--- src/rtl/id_pkg.sv ---
// id_pkg: shared encodings and control decode for the ARM-subset decode stage
package id_pkg;
  localparam logic [1:0] MODE_ALU = 2'b00, MODE_MEM = 2'b01, MODE_BR = 2'b10;
  localparam logic [3:0] OP_AND = 4'b0000, OP_EOR = 4'b0001, OP_SUB = 4'b0010, OP_ADD = 4'b0100,
                         OP_ADC = 4'b0101, OP_SBC = 4'b0110, OP_TST = 4'b1000, OP_CMP = 4'b1010,
                         OP_ORR = 4'b1100, OP_MOV = 4'b1101, OP_MVN = 4'b1111;
  localparam logic [3:0] CMD_NOP = 4'b0000, CMD_MOV = 4'b0001, CMD_ADD = 4'b0010, CMD_ADC = 4'b0011,
                         CMD_SUB = 4'b0100, CMD_SBC = 4'b0101, CMD_AND = 4'b0110, CMD_ORR = 4'b0111,
                         CMD_EOR = 4'b1000, CMD_MVN = 4'b1001;
  localparam logic [3:0] COND_EQ = 4'h0, COND_NE = 4'h1, COND_CS = 4'h2, COND_CC = 4'h3,
                         COND_MI = 4'h4, COND_PL = 4'h5, COND_VS = 4'h6, COND_VC = 4'h7,
                         COND_HI = 4'h8, COND_LS = 4'h9, COND_GE = 4'hA, COND_LT = 4'hB,
                         COND_GT = 4'hC, COND_LE = 4'hD, COND_AL = 4'hE, COND_NV = 4'hF;
  // rd_ops marks recognised ALU/memory ops that read operands and honour the I bit
  typedef struct packed {
    logic [3:0] cmd;
    logic       wb_en;
    logic       mem_r;
    logic       mem_w;
    logic       b;
    logic       s;
    logic       rd_ops;
    logic       has_src1;
  } ctrl_t;
  function automatic ctrl_t ctrl_decode(input logic [1:0] mode, input logic [3:0] opcode, input logic s);
    ctrl_t c;
    c = '0;
    case (mode)
      MODE_ALU: begin
        case (opcode)
          OP_MOV: c.cmd = CMD_MOV;
          OP_MVN: c.cmd = CMD_MVN;
          OP_ADD: c.cmd = CMD_ADD;
          OP_ADC: c.cmd = CMD_ADC;
          OP_SUB: c.cmd = CMD_SUB;
          OP_SBC: c.cmd = CMD_SBC;
          OP_AND: c.cmd = CMD_AND;
          OP_ORR: c.cmd = CMD_ORR;
          OP_EOR: c.cmd = CMD_EOR;
          OP_CMP: c.cmd = CMD_SUB;
          OP_TST: c.cmd = CMD_AND;
          default: c.cmd = CMD_NOP;
        endcase
        if (c.cmd != CMD_NOP) begin
          c.wb_en    = (opcode != OP_CMP) && (opcode != OP_TST);
          c.s        = s;
          c.rd_ops   = 1'b1;
          c.has_src1 = (opcode != OP_MOV) && (opcode != OP_MVN);
        end
      end
      MODE_MEM: begin
        c.cmd      = CMD_ADD;
        c.mem_r    = s;
        c.mem_w    = ~s;
        c.wb_en    = s;
        c.rd_ops   = 1'b1;
        c.has_src1 = 1'b1;
      end
      MODE_BR: c.b = 1'b1;
      default: c = '0;
    endcase
    return c;
  endfunction
endpackage

--- src/rtl/id_cond_eval.sv ---
// id_cond_eval: ARM condition code check against {N,Z,C,V}
module id_cond_eval
  import id_pkg::*;
(
  input  logic [3:0] cond,
  input  logic [3:0] status,
  output logic       pass
);
  logic n, z, c, v;
  assign {n, z, c, v} = status;
  // standard ARM condition table; NV never passes
  always_comb begin
    pass = 1'b0;
    case (cond)
      COND_EQ: pass = z;
      COND_NE: pass = ~z;
      COND_CS: pass = c;
      COND_CC: pass = ~c;
      COND_MI: pass = n;
      COND_PL: pass = ~n;
      COND_VS: pass = v;
      COND_VC: pass = ~v;
      COND_HI: pass = c & ~z;
      COND_LS: pass = ~c | z;
      COND_GE: pass = n == v;
      COND_LT: pass = n != v;
      COND_GT: pass = ~z & (n == v);
      COND_LE: pass = z | (n != v);
      COND_AL: pass = 1'b1;
      default: pass = 1'b0;
    endcase
  end
endmodule

--- src/rtl/id_stage_pipelined.sv ---
// id_stage_pipelined: decode, operand read, hazard stall and registered ID/EX boundary
module id_stage_pipelined
  import id_pkg::*;
#(
  parameter int WORD_WIDTH     = 32,
  parameter int REG_ADDR_WIDTH = 4,
  parameter int NUM_HAZ        = 2,
  parameter int BYPASS_WB      = 1
) (
  input  logic                              clk,
  input  logic                              rst,
  input  logic                              if_valid,
  output logic                              id_ready,
  input  logic [WORD_WIDTH-1:0]             pc_in,
  input  logic [WORD_WIDTH-1:0]             instr_in,
  input  logic [3:0]                        status,
  input  logic                              flush,
  output logic [REG_ADDR_WIDTH-1:0]         rf_src1,
  output logic [REG_ADDR_WIDTH-1:0]         rf_src2,
  input  logic [WORD_WIDTH-1:0]             rf_data1,
  input  logic [WORD_WIDTH-1:0]             rf_data2,
  input  logic                              wb_en,
  input  logic [REG_ADDR_WIDTH-1:0]         wb_addr,
  input  logic [WORD_WIDTH-1:0]             wb_data,
  input  logic [NUM_HAZ-1:0]                haz_wb_en,
  input  logic [NUM_HAZ*REG_ADDR_WIDTH-1:0] haz_dst,
  input  logic                              ex_ready,
  output logic                              ex_valid,
  output logic [WORD_WIDTH-1:0]             ex_pc,
  output logic [WORD_WIDTH-1:0]             ex_val_rn,
  output logic [WORD_WIDTH-1:0]             ex_val_rm,
  output logic [REG_ADDR_WIDTH-1:0]         ex_dst,
  output logic [REG_ADDR_WIDTH-1:0]         ex_src1,
  output logic [REG_ADDR_WIDTH-1:0]         ex_src2,
  output logic [11:0]                       ex_shift_op,
  output logic [23:0]                       ex_simm,
  output logic [3:0]                        ex_cmd,
  output logic                              ex_mem_r,
  output logic                              ex_mem_w,
  output logic                              ex_wb_en,
  output logic                              ex_b,
  output logic                              ex_s,
  output logic                              ex_imm
);
  localparam int RAW = REG_ADDR_WIDTH;
  ctrl_t ctrl;
  logic pass, imm, has_src2, hz, hazard, adv;
  logic [RAW-1:0] rn, rd, rm;
  logic [WORD_WIDTH-1:0] op1, op2;
  assign rn = RAW'(instr_in[19:16]);
  assign rd = RAW'(instr_in[15:12]);
  assign rm = RAW'(instr_in[3:0]);
  assign ctrl = ctrl_decode(instr_in[27:26], instr_in[24:21], instr_in[20]);
  assign imm = ctrl.rd_ops & instr_in[25];
  assign has_src2 = ctrl.rd_ops & (~instr_in[25] | ctrl.mem_w);
  assign rf_src1 = rn;
  assign rf_src2 = ctrl.mem_w ? rd : rm;
  assign op1 = (BYPASS_WB != 0 && wb_en && wb_addr == rf_src1) ? wb_data : rf_data1;
  assign op2 = (BYPASS_WB != 0 && wb_en && wb_addr == rf_src2) ? wb_data : rf_data2;
  id_cond_eval u_cond (
    .cond  (instr_in[31:28]),
    .status(status),
    .pass  (pass)
  );
  // RAW check against every downstream destination, on the raw decode so failed conditions still stall
  always_comb begin
    hz = 1'b0;
    for (int k = 0; k < NUM_HAZ; k++)
      hz = hz | (haz_wb_en[k] & ((ctrl.has_src1 & (rn == haz_dst[k*RAW+:RAW])) |
                                 (has_src2 & (rf_src2 == haz_dst[k*RAW+:RAW]))));
  end
  assign hazard = if_valid & hz;
  assign adv = ~ex_valid | ex_ready;
  assign id_ready = flush | (adv & ~hazard);
  // ID/EX register: flush drops, hazard bubbles, backpressure holds
  always_ff @(posedge clk or negedge rst) begin
    if (!rst) begin
      ex_valid    <= 1'b0;
      ex_pc       <= '0;
      ex_val_rn   <= '0;
      ex_val_rm   <= '0;
      ex_dst      <= '0;
      ex_src1     <= '0;
      ex_src2     <= '0;
      ex_shift_op <= '0;
      ex_simm     <= '0;
      ex_cmd      <= '0;
      ex_mem_r    <= 1'b0;
      ex_mem_w    <= 1'b0;
      ex_wb_en    <= 1'b0;
      ex_b        <= 1'b0;
      ex_s        <= 1'b0;
      ex_imm      <= 1'b0;
    end else if (flush) begin
      ex_valid <= 1'b0;
    end else if (adv) begin
      ex_valid    <= if_valid & ~hazard;
      ex_pc       <= pc_in;
      ex_val_rn   <= op1;
      ex_val_rm   <= op2;
      ex_dst      <= rd;
      ex_src1     <= rf_src1;
      ex_src2     <= rf_src2;
      ex_shift_op <= instr_in[11:0];
      ex_simm     <= instr_in[23:0];
      ex_cmd      <= pass ? ctrl.cmd : CMD_NOP;
      ex_mem_r    <= pass & ctrl.mem_r;
      ex_mem_w    <= pass & ctrl.mem_w;
      ex_wb_en    <= pass & ctrl.wb_en;
      ex_b        <= pass & ctrl.b;
      ex_s        <= pass & ctrl.s;
      ex_imm      <= imm;
    end
  end
endmodule

--- config.mk ---
export PLATFORM = sky130hd
export DESIGN_NAME = id_stage_pipelined
export DESIGN_NICKNAME = d
export VERILOG_FILES = /design/src/rtl/id_pkg.sv /design/src/rtl/id_cond_eval.sv /design/src/rtl/id_stage_pipelined.sv
export SDC_FILE = /design/constraint.sdc
export NUM_CORES = 1
export LEC_CHECK = 0
export ABC_AREA = 1
export CORE_MARGIN = 2
export CORE_UTILIZATION = 41
export CTS_CLUSTER_SIZE = 24
export DETAILED_ROUTE_END_ITERATION = 10
export GPL_TIMING_DRIVEN = 0
export MAX_ROUTING_LAYER = met4
export PLACE_DENSITY = 0.82
export SETUP_SLACK_MARGIN = 0.5
export SLEW_MARGIN = 20
export SYNTH_ARGS = -nofsm -noshare
export SYNTH_HDL_FRONTEND = slang
export SYNTH_HIERARCHICAL = 1
export SYNTH_SLANG_ARGS = --single-unit
--- constraint.sdc ---
create_clock -name clk -period 2 [get_ports clk]
set_clock_uncertainty 0.05 [all_clocks]
set_input_delay 0.3 -clock clk [delete_from_list [all_inputs] [get_ports clk]]
set_output_delay 0.3 -clock clk [all_outputs]
set_load 0.05 [all_outputs]
After elaboration in Yosys (flattened, before gate mapping)

Memory sizes are Yosys's and may differ from the RTL's.
Index checks and enable logic that the tools add are counted.

Muxes and demuxes: 15
Reduce and logical (&&, ||, !) cells: 9
Bitwise logic cells: 35
Equal/unequal tests: 28

Operator list:

| cell               | number |
|---|---|
| $mux 32            | 2 |
| $eq 4x4->1 const B | 7 |
| $eq 4x4->1         | 6 |
| $and 1x1->1        | 18 |
| $eq 4x3->1 const B | 4 |
| $ne 4x4->1 const B | 4 |
| $pmux 1 s15        | 1 |
| $mux 4             | 3 |
| $pmux 5 s2         | 1 |
| $not 1->1          | 9 |
| $eq 4x2->1 const B | 2 |
| $or 1x1->1         | 8 |
| $mux 1             | 5 |
| $eq 4x1->1 const B | 1 |
| $logic_and 1x1->1  | 4 |
| $logic_not 4->1    | 1 |
| $pmux 2 s2         | 1 |
| $reduce_bool 4->1  | 1 |
| $mux 3             | 1 |
| $eq 2x1->1 const B | 1 |
| $eq 2x2->1 const B | 1 |
| $logic_not 2->1    | 1 |
| $mux 2             | 1 |
| $reduce_and 2->1   | 1 |
| other kinds (3)    | 3 |

Word-level logic and storage cells: 104
Memory bits (read-only): 64
Output and inout bits: 164
Memories: 1
Register bits after elaboration: 155

Memories:

| name             | words | bits a word | rd ports | clocked after Yosys merged registers in | write ports | RTL line     | source |
|---|---|---|---|---|---|---|---|
| (name not given) | 16    | 4           | 1        | 0                                       | 0           | id_pkg.sv:30 | `case (opcode)` |

Depth between registers and ports, before layout

Depth after elaboration: 15
Gate-level depth with buffers: 16

Modules after synthesis

The synthesis kept the hierarchy.

By module, submodules not included:

| module             | cells each | times used | area each (um^2) | sequential area each (um^2) |
|---|---|---|---|---|
| id_stage_pipelined | 837        | 1          | 6713.9           | 3378.2 |
| id_cond_eval       | 55         | 1          | 229.0            | 0.0 |

Worst setup path before layout

No wires, ideal clock.

Path type: input -> output
Start: input instr_in[26]
End: output id_ready
Stages: 14
Data arrival time: 1.983 ns
Slack: -0.333 ns
Cell sequence: buf_4 nand3_4 o21ai_2 nand2_1 nand2_1 nand2_1 nor2_1 nand3_1 nand2_1 nand2_1 nand2_1 nand2_1 nand2_1 nand2_1

Longest elaborated chain between the ends: 12
Elaborated cells on any way between the ends: 22

RTL lines:

| what           | RTL line                 | source |
|---|---|---|
| from (decl)    | id_stage_pipelined.sv:15 | `input logic [WORD_WIDTH-1:0] instr_in,` |
| $eq 2x1->1 *   | id_pkg.sv:28             | `case (mode)` |
| $mux 2 *       | id_pkg.sv:28             |  |
| $mux 4 *       | id_stage_pipelined.sv:57 | `assign rf_src2 = ctrl.mem_w ? rd : rm;` |
| via rf_src2[2] | id_stage_pipelined.sv:19 | `output logic [REG_ADDR_WIDTH-1:0] rf_src2,` |
| $eq 4x4->1     | id_stage_pipelined.sv:70 | `(has_src2 & (rf_src2 == haz_dst[k*RAW+:RAW]))));` |
| $and 1x1->1    | id_stage_pipelined.sv:70 |  |
| $or 1x1->1     | id_stage_pipelined.sv:69 | `hz = hz \| (haz_wb_en[k] & ((ctrl.has_src1 & (rn == haz_dst[k*RAW+:RAW])) \|` |
| $and 1x1->1    | id_stage_pipelined.sv:69 |  |
| $or 1x1->1 *   | id_stage_pipelined.sv:69 |  |
| $and 1x1->1 *  | id_stage_pipelined.sv:72 | `assign hazard = if_valid & hz;` |
| $not 1->1 *    | id_stage_pipelined.sv:74 | `assign id_ready = flush \| (adv & ~hazard);` |
| $and 1x1->1 *  | id_stage_pipelined.sv:74 |  |
| $or 1x1->1 *   | id_stage_pipelined.sv:74 |  |
| to (decl)      | id_stage_pipelined.sv:13 | `output logic id_ready,` |

Mark *: on every way through the listed nets, which the timed path passes. The rest lies on a longest branch.

Final worst setup path

Start: input instr_in[15]
End: output id_ready

Longest elaborated chain between the ends: 10
Elaborated cells on any way between the ends: 14

RTL lines:

| what          | RTL line |
|---|---|
| $mux 4 *      | id_stage_pipelined.sv:57 |
| $eq 4x4->1    | id_stage_pipelined.sv:70 |
| $and 1x1->1   | id_stage_pipelined.sv:70 |
| $or 1x1->1    | id_stage_pipelined.sv:69 |
| $and 1x1->1   | id_stage_pipelined.sv:69 |
| $or 1x1->1 *  | id_stage_pipelined.sv:69 |
| $and 1x1->1 * | id_stage_pipelined.sv:72 |
| $not 1->1 *   | id_stage_pipelined.sv:74 |
| $and 1x1->1 * | id_stage_pipelined.sv:74 |
| $or 1x1->1 *  | id_stage_pipelined.sv:74 |

Every way passes the cells marked *; elsewhere a longest branch is shown, timed or not.

==> impl_metrics.yaml <==
run_status:
  status: "finished, violations left"
  violations: "setup timing"
worst_hold_path:
  hold_class: "in -> reg"
  worstHoldStart: "instr_in[26]"
  whs_endpoint: "ex_b"
  hold_depth: 2
die:
  ioPinCount: 348
  initial_core_util: 0.419
  core_area_um2: 16600
  die_w_um: 134
  die_h_um: 134
  fp.dieArea_um2: 18000
  num_rows: 47
clock_network:
  clk_latency_ps: 420
  cts_max_path_buffers: 2
  cts_sinks: 135
  cts_tree: "built"
  cts_root_buf: "clkbuf_16"
  clkTransAtPathRegs_ps: 60
  cts_inserted_buffers: 17
  cts_max_level: 4
setup_path:
  path_max_fanout: 3
  cp_data_arrival_time_ps: 1950
  critPathKind: "in -> out"
  crit_slowest_cell: "dlygate4sd2_1"
  r2r_slack_ps: 500
  r2r_cells: 8
  crit_path_frequent_cell: "nand2_1"
  r2r_start: "ex_valid"
  crit_chain: "dlygate4sd2_1 > nand4_1 > buf_6 > nand2_4 > nand2_1 > nand2_1 > inv_1 > nand2_1 > nor2_2 > nand3_2 > nand2_2 > nand2_2 > nand2_1 > nand2_1 > nand2_2 > nand2_4 > buf_8"
  worstPathRequired_ps: 1650
  start_kind: "primary input"
  crit_path_end_kind: "primary output"
  worst_r2r_endpoint: "ex_val_rn[14]"
  slowest_delay_ps: 260
logic_synthesis:
  synth_compound_area_frac: 0.121
  avgSynthCellArea_um2: 7.78
  netlist_area_um2: 6940
  yosys_warnings: 6
  synth_top_family_by_area: "simple AND/OR/NAND/NOR gates"
  yosys.area_share.adder: 0.00901
  syn_inst: 892
  yosys.area_share.simple: 0.273
  synth-seq-cells: 135
  synthXorXnorAreaFrac: 0.0162
  synth_fp_nets: 1081
  yosysUniqueCellTypes: 34
  synth_mux_area_frac: 0
  ys_seq_area_frac: 0.487
detailed_routing:
  wl_met1_um: 11000
  dr.pass1.iters: 6
  routed_wl_um: 29800
  route.detailed.drc: 0
  via_per_inst: 5.24
  dr_wl_met2_um: 14700
  drt-initial-drc-count: 636
  dr_wl_met3_um: 2340
  highest_layer: "met4"
  drtAntennaViolNets: 0
  dr_total_vias: 8140
  wire_per_inst_um: 19.2
timing:
  fin_crit_sh: 1.15
  final-setup-viol-count: 2
  hold_violations: 0
  rsz0062_at_grt: "true"
  slew_headroom: 0.604
  worst_slack_ps: -303
  holdWs_ps: 97.6
  worstMarginPinSlew_ps: 594
  finalCriticalPeriod_ps: 2300
  fmax_ghz: 0.434
  slew_viol_final: 0
  finalSetupTns_ps: -423
layout:
  stdcell_count: 1554
  final_cell_mix: "344 x nand2_1, 144 x clkdlybuf4s50_1, 133 x dfrtp_1"
  regArea_um2: 3380
  drive_above_1_share: 0.353
  final_common_cell: "nand2_1"
  area_growth_pct: 76.0
  n_fill_cell: 1202
  fin_util: 0.737
  multi_input_area_um2: 3550
  final_nets: 1509
pwr:
  p_seq_frac: 0.314
  peakVddDrop_v: 0.000593
  leakage_nw: 6.33
  p_int_mw: 6.43
  power_density_nw_per_um2: 855
  p_switching_mw: 4.02
  switching_share: 0.384
  power_frac_comb: 0.358
  p_total_mw: 10.4
  pwr-share-clk: 0.329
global_routing:
  grt_pass1_wl_um: 41700
  grt_antenna_before_repair: 1
  grt_remaining_overflow: 0
  grt_max_degree: 82
  grt_usage: 0.311
  grt_pass1_vias: 7693
placed_design:
  portBuffers: 346
  hpwl_um: 19400
  dpl.cell_count: 1459
  gp_congestion: 0.926
run:
  maxCapViolCount: 0
## worst max-delay path by stage
stage                 startpoint  endpoint  depth (start not counted)
floorplan           instr_in[26]  id_ready                         14
global placement             rst  ex_valid                          1
detailed placement  instr_in[21]  id_ready                         17
CTS                 instr_in[27]  id_ready                         18
global route        instr_in[15]  id_ready                         17
finish              instr_in[15]  id_ready                         17
## per-stage QoR
| step | worst slack [ps] | area (um^2) |
|---|---|---|
| after floorplan | -16.3 | 7020 |
| after CTS | -166 | 11500 |
| after global placement | -5530 | 10800 |
| after global routing | -356 | 12200 |
| after detailed placement | -1490 | 10800 |
| final | -303 | 12200 |
## power by group through the flow
stage	clock (mW)	combinational (mW)	sequential [mW]
after floorplan	0	0.962	4.46
after global placement	0	3.58	3.30
after detailed placement	0	3.62	3.31
after CTS	3.46	3.54	3.26
after global routing	3.59	3.91	3.31
final	3.43	3.74	3.28
## timing repair
item,in CTS,in global routing
pin swaps,41,60
gates cloned,4,4
endpoints found under the hold margin,54,0
endpoints found under the setup margin,286,210
gates resized for setup,727,332
hold buffers,1,0
buffers inserted,30,23
## logic make-up after synthesis
family,count (synthesis)
compound gates,130
xor+xnor,12
fa+ha+maj,5
buf+inv,138
flops,135
simple gates,472
## state kept, by name, indices dropped and copies added, names as in the netlist, 3 cells and up
name         flops
ex_dst           3
ex_val_rm       32
ex_src2          4
ex_simm          7
ex_src1          3
ex_shift_op     11
ex_val_rn       32
ex_pc           32
ex_cmd           4
## cells in the mapped netlist (all sizes together)
| master | n | area share |
|---|---|---|
| buf | 38 | 0.040 |
| clkinv | 2 | 0.0011 |
| nor3 | 2 | 0.0014 |
| nand3 | 28 | 0.024 |
| o21ai | 52 | 0.038 |
| ha | 5 | 0.0090 |
| a22o | 3 | 0.0038 |
| o31ai | 1 | 0.0011 |
| o21a | 33 | 0.036 |
| nor2 | 24 | 0.014 |
| nor4 | 1 | 0.00090 |
| inv | 71 | 0.038 |
| nand4 | 5 | 0.0045 |
| a31oi | 3 | 0.0027 |
| dfrtp | 135 | 0.49 |
| clkbuf | 27 | 0.015 |
| a21oi | 5 | 0.0041 |
| xnor2 | 3 | 0.0049 |
| nand2 | 409 | 0.23 |
| nand3b | 3 | 0.0032 |
| o211ai | 33 | 0.036 |
| xor2 | 9 | 0.011 |
## critical path, delay by kind of cell
kind | cells | cell delay (ps)
buffers and inverters | 4 | 610
AND/OR/NAND/NOR | 13 | 1020
## per-layer routing
metal,vias up,GRT usage
met3,140,0.0692
met2,475,0.500
met5,-,-
li1,3666,-
met4,0,0.188
met1,3859,0.356
## final cells by class
| cell class | count | share of cell area |
|---|---|---|
| multi-input cells | 621 | 0.290 |
| repair buffers | 407 | 0.287 |
| flip-flops and latches | 135 | 0.277 |
| plain buffers | 65 | 0.0456 |
| clock buffers | 19 | 0.0362 |
| inverters | 73 | 0.0261 |
| well taps | 220 | 0.0225 |
| clock inverters | 13 | 0.0159 |
| diodes | 1 | 0.000205 |
No activity file was read; power rests on OpenSTA's default activity.
==> patch (same flow settings) <==
Set the parameter `BYPASS_WB` to 0 (it was 1).
--- a/src/rtl/id_stage_pipelined.sv
+++ b/src/rtl/id_stage_pipelined.sv
@@ -7,3 +7,3 @@
   parameter int NUM_HAZ        = 2,
-  parameter int BYPASS_WB      = 1
+  parameter int BYPASS_WB      = 0
 ) (
Formal check against the unedited RTL: not equivalent (Yosys sat finds a counterexample within 4 cycles, from zero or initial values and one cycle with rst low).
==> patch against the original RTL <==
  * The flow still finishes with violations (setup timing)
  * Sequential cell count did not move
  * Cell area fell by 19%
  * Non-clock buffer count fell by 89
  * Worst hold slack improved by 45 ps
  * Sequential share of layout area rose by 6.7 points
  * Utilization fell by 5.7 points
  * Combinational power fell by 18%
  * Power fell by 9.3%
  * Synthesized cell count fell by 15%
  * Wire length fell by 31%
  * Synthesized area fell by 13%
  * Setup slack improved by 130 ps
  * Critical endpoint unchanged
  * Largest cell class is now sequential cells
  * Largest power group is now sequential cells
==> patch: results (changes against the original RTL) <==
- Status: finished with violations
- Failing checks: setup timing
- Grt met1 use: 0.314 (-0.0421)
- Initial antenna violation count: 0 (-1)
- WL/cell: 15.7 um (-18%)
- Worst Path Arrival: 1830 ps (-120 ps)
- Nets: 1301 (-14%)
- Synth area leaders: dfrtp_1 (56%), nand2_1 (27%), buf_4 (3.0%)
- FILL cells: 1176 (-2.2%)
- Top post-synthesis cells by count: nand2_1 (433), dfrtp_1 (135), inv_1 (33)
- WL met2: 10400 um (-29%)
- Drt pass-1 iters: 5 (-1)
- Slew HR: 0.679 (+0.0752)
- Routed wire length: 20500 um (-31%)
- Routed wire length on met3: 1510 um (-36%)
- Post-route cell area: 9840 um2 (-19%)
- Worst reg2reg path endpoint: ex_s
- Slowest-stage cell, CP: clkdlybuf4s50_1
- Metal1 wirelength: 8030 um (-27%)
- Layout cells sized above 1: 0.294 (-0.0591)
- Met2 Use GR: 0.439 (-0.0609)
- Psw: 3570 uW (-11%)
- Pre-CTS WS: -1450 ps (+36.9 ps)
- Post-synthesis sequential area ratio: 0.557 (+0.0707)
- Syn nets: 950 (-12%)
- Largest net degree at the start of global routing: 75 (-8.5%)
- Final setup margin: -178 ps (+125 ps)
- Vias in the first global route: 6099 (-21%)
- Setup-failing EPs final: 1 (-1)
- First-pass GRT wire length: 31900 um (-24%)
- Crit-path max cell delay: 450 ps (+190 ps)
- Total GRT Usage: 0.265 (-0.0457)
- Count of port buffers added during placement: 310 (-10%)
## patch: changes by cell type after synthesis, moves of 3 or more
cell	before	now
nand4_1	5	2
buf_6	5	0
inv_1	69	33
o21a_1	33	1
o211ai_1	33	1
o21ai_0	18	14
o21ai_1	33	1
nand2_1	402	433
## patch: power groups by stage
stage          logic [uW]  clock network (uW)  registers, uW
2_1_floorplan         795                   0           4380
3_3_place_gp         3200                   0           3270
3_5_place_dp         3230                   0           3280
4_1_cts              3000                3240           3230
5_1_grt              3230                3350           3260
6_report             3050                3200           3230
## patch: area by class of cell
type	count	area share
multi-input cells	538	0.252
clock inverters	12	0.0146
flip-flops and latches	135	0.344
plain buffers	52	0.0376
repair buffers	331	0.264
clock buffers	20	0.0474
well taps	184	0.0234
inverters	37	0.0174
## patch: cell families (layout without fill, tap and decap cells)
logic type               count (synthesis)  count (layout)  synth area share
adder cells (fa/ha/maj)                  5               5            0.0103
AND/OR/NAND/NOR                        496             497             0.323
XOR/XNOR                                 8               8            0.0116
flip-flops                             135             135             0.557
buffers and inverters                   89             452            0.0700
AO/OA/AOI/OAI                           28              28            0.0281
## patch: what timing repair did
| item | in CTS | in global routing |
|---|---|---|
| hold buffers | 1 | 0 |
| cloned | 1 | 0 |
| endpoints found under the setup margin | 284 | 161 |
| buffers inserted | 12 | 7 |
| endpoints found under the hold margin | 61 | 0 |
| resized for setup | 945 | 74 |
| pin swaps | 23 | 21 |
## patch: worst min-delay path by stage
stage,from,to,slack [ps],cells after the start
3_3_place_gp,ex_pc[25],ex_pc[25],410,2
2_1_floorplan,rst,ex_b,-50,0
6_report,instr_in[27],ex_b,140,2
3_5_place_dp,rst,ex_val_rm[15],210,1
5_1_grt,instr_in[27],ex_b,140,2
4_1_cts,instr_in[20],ex_mem_r,180,3
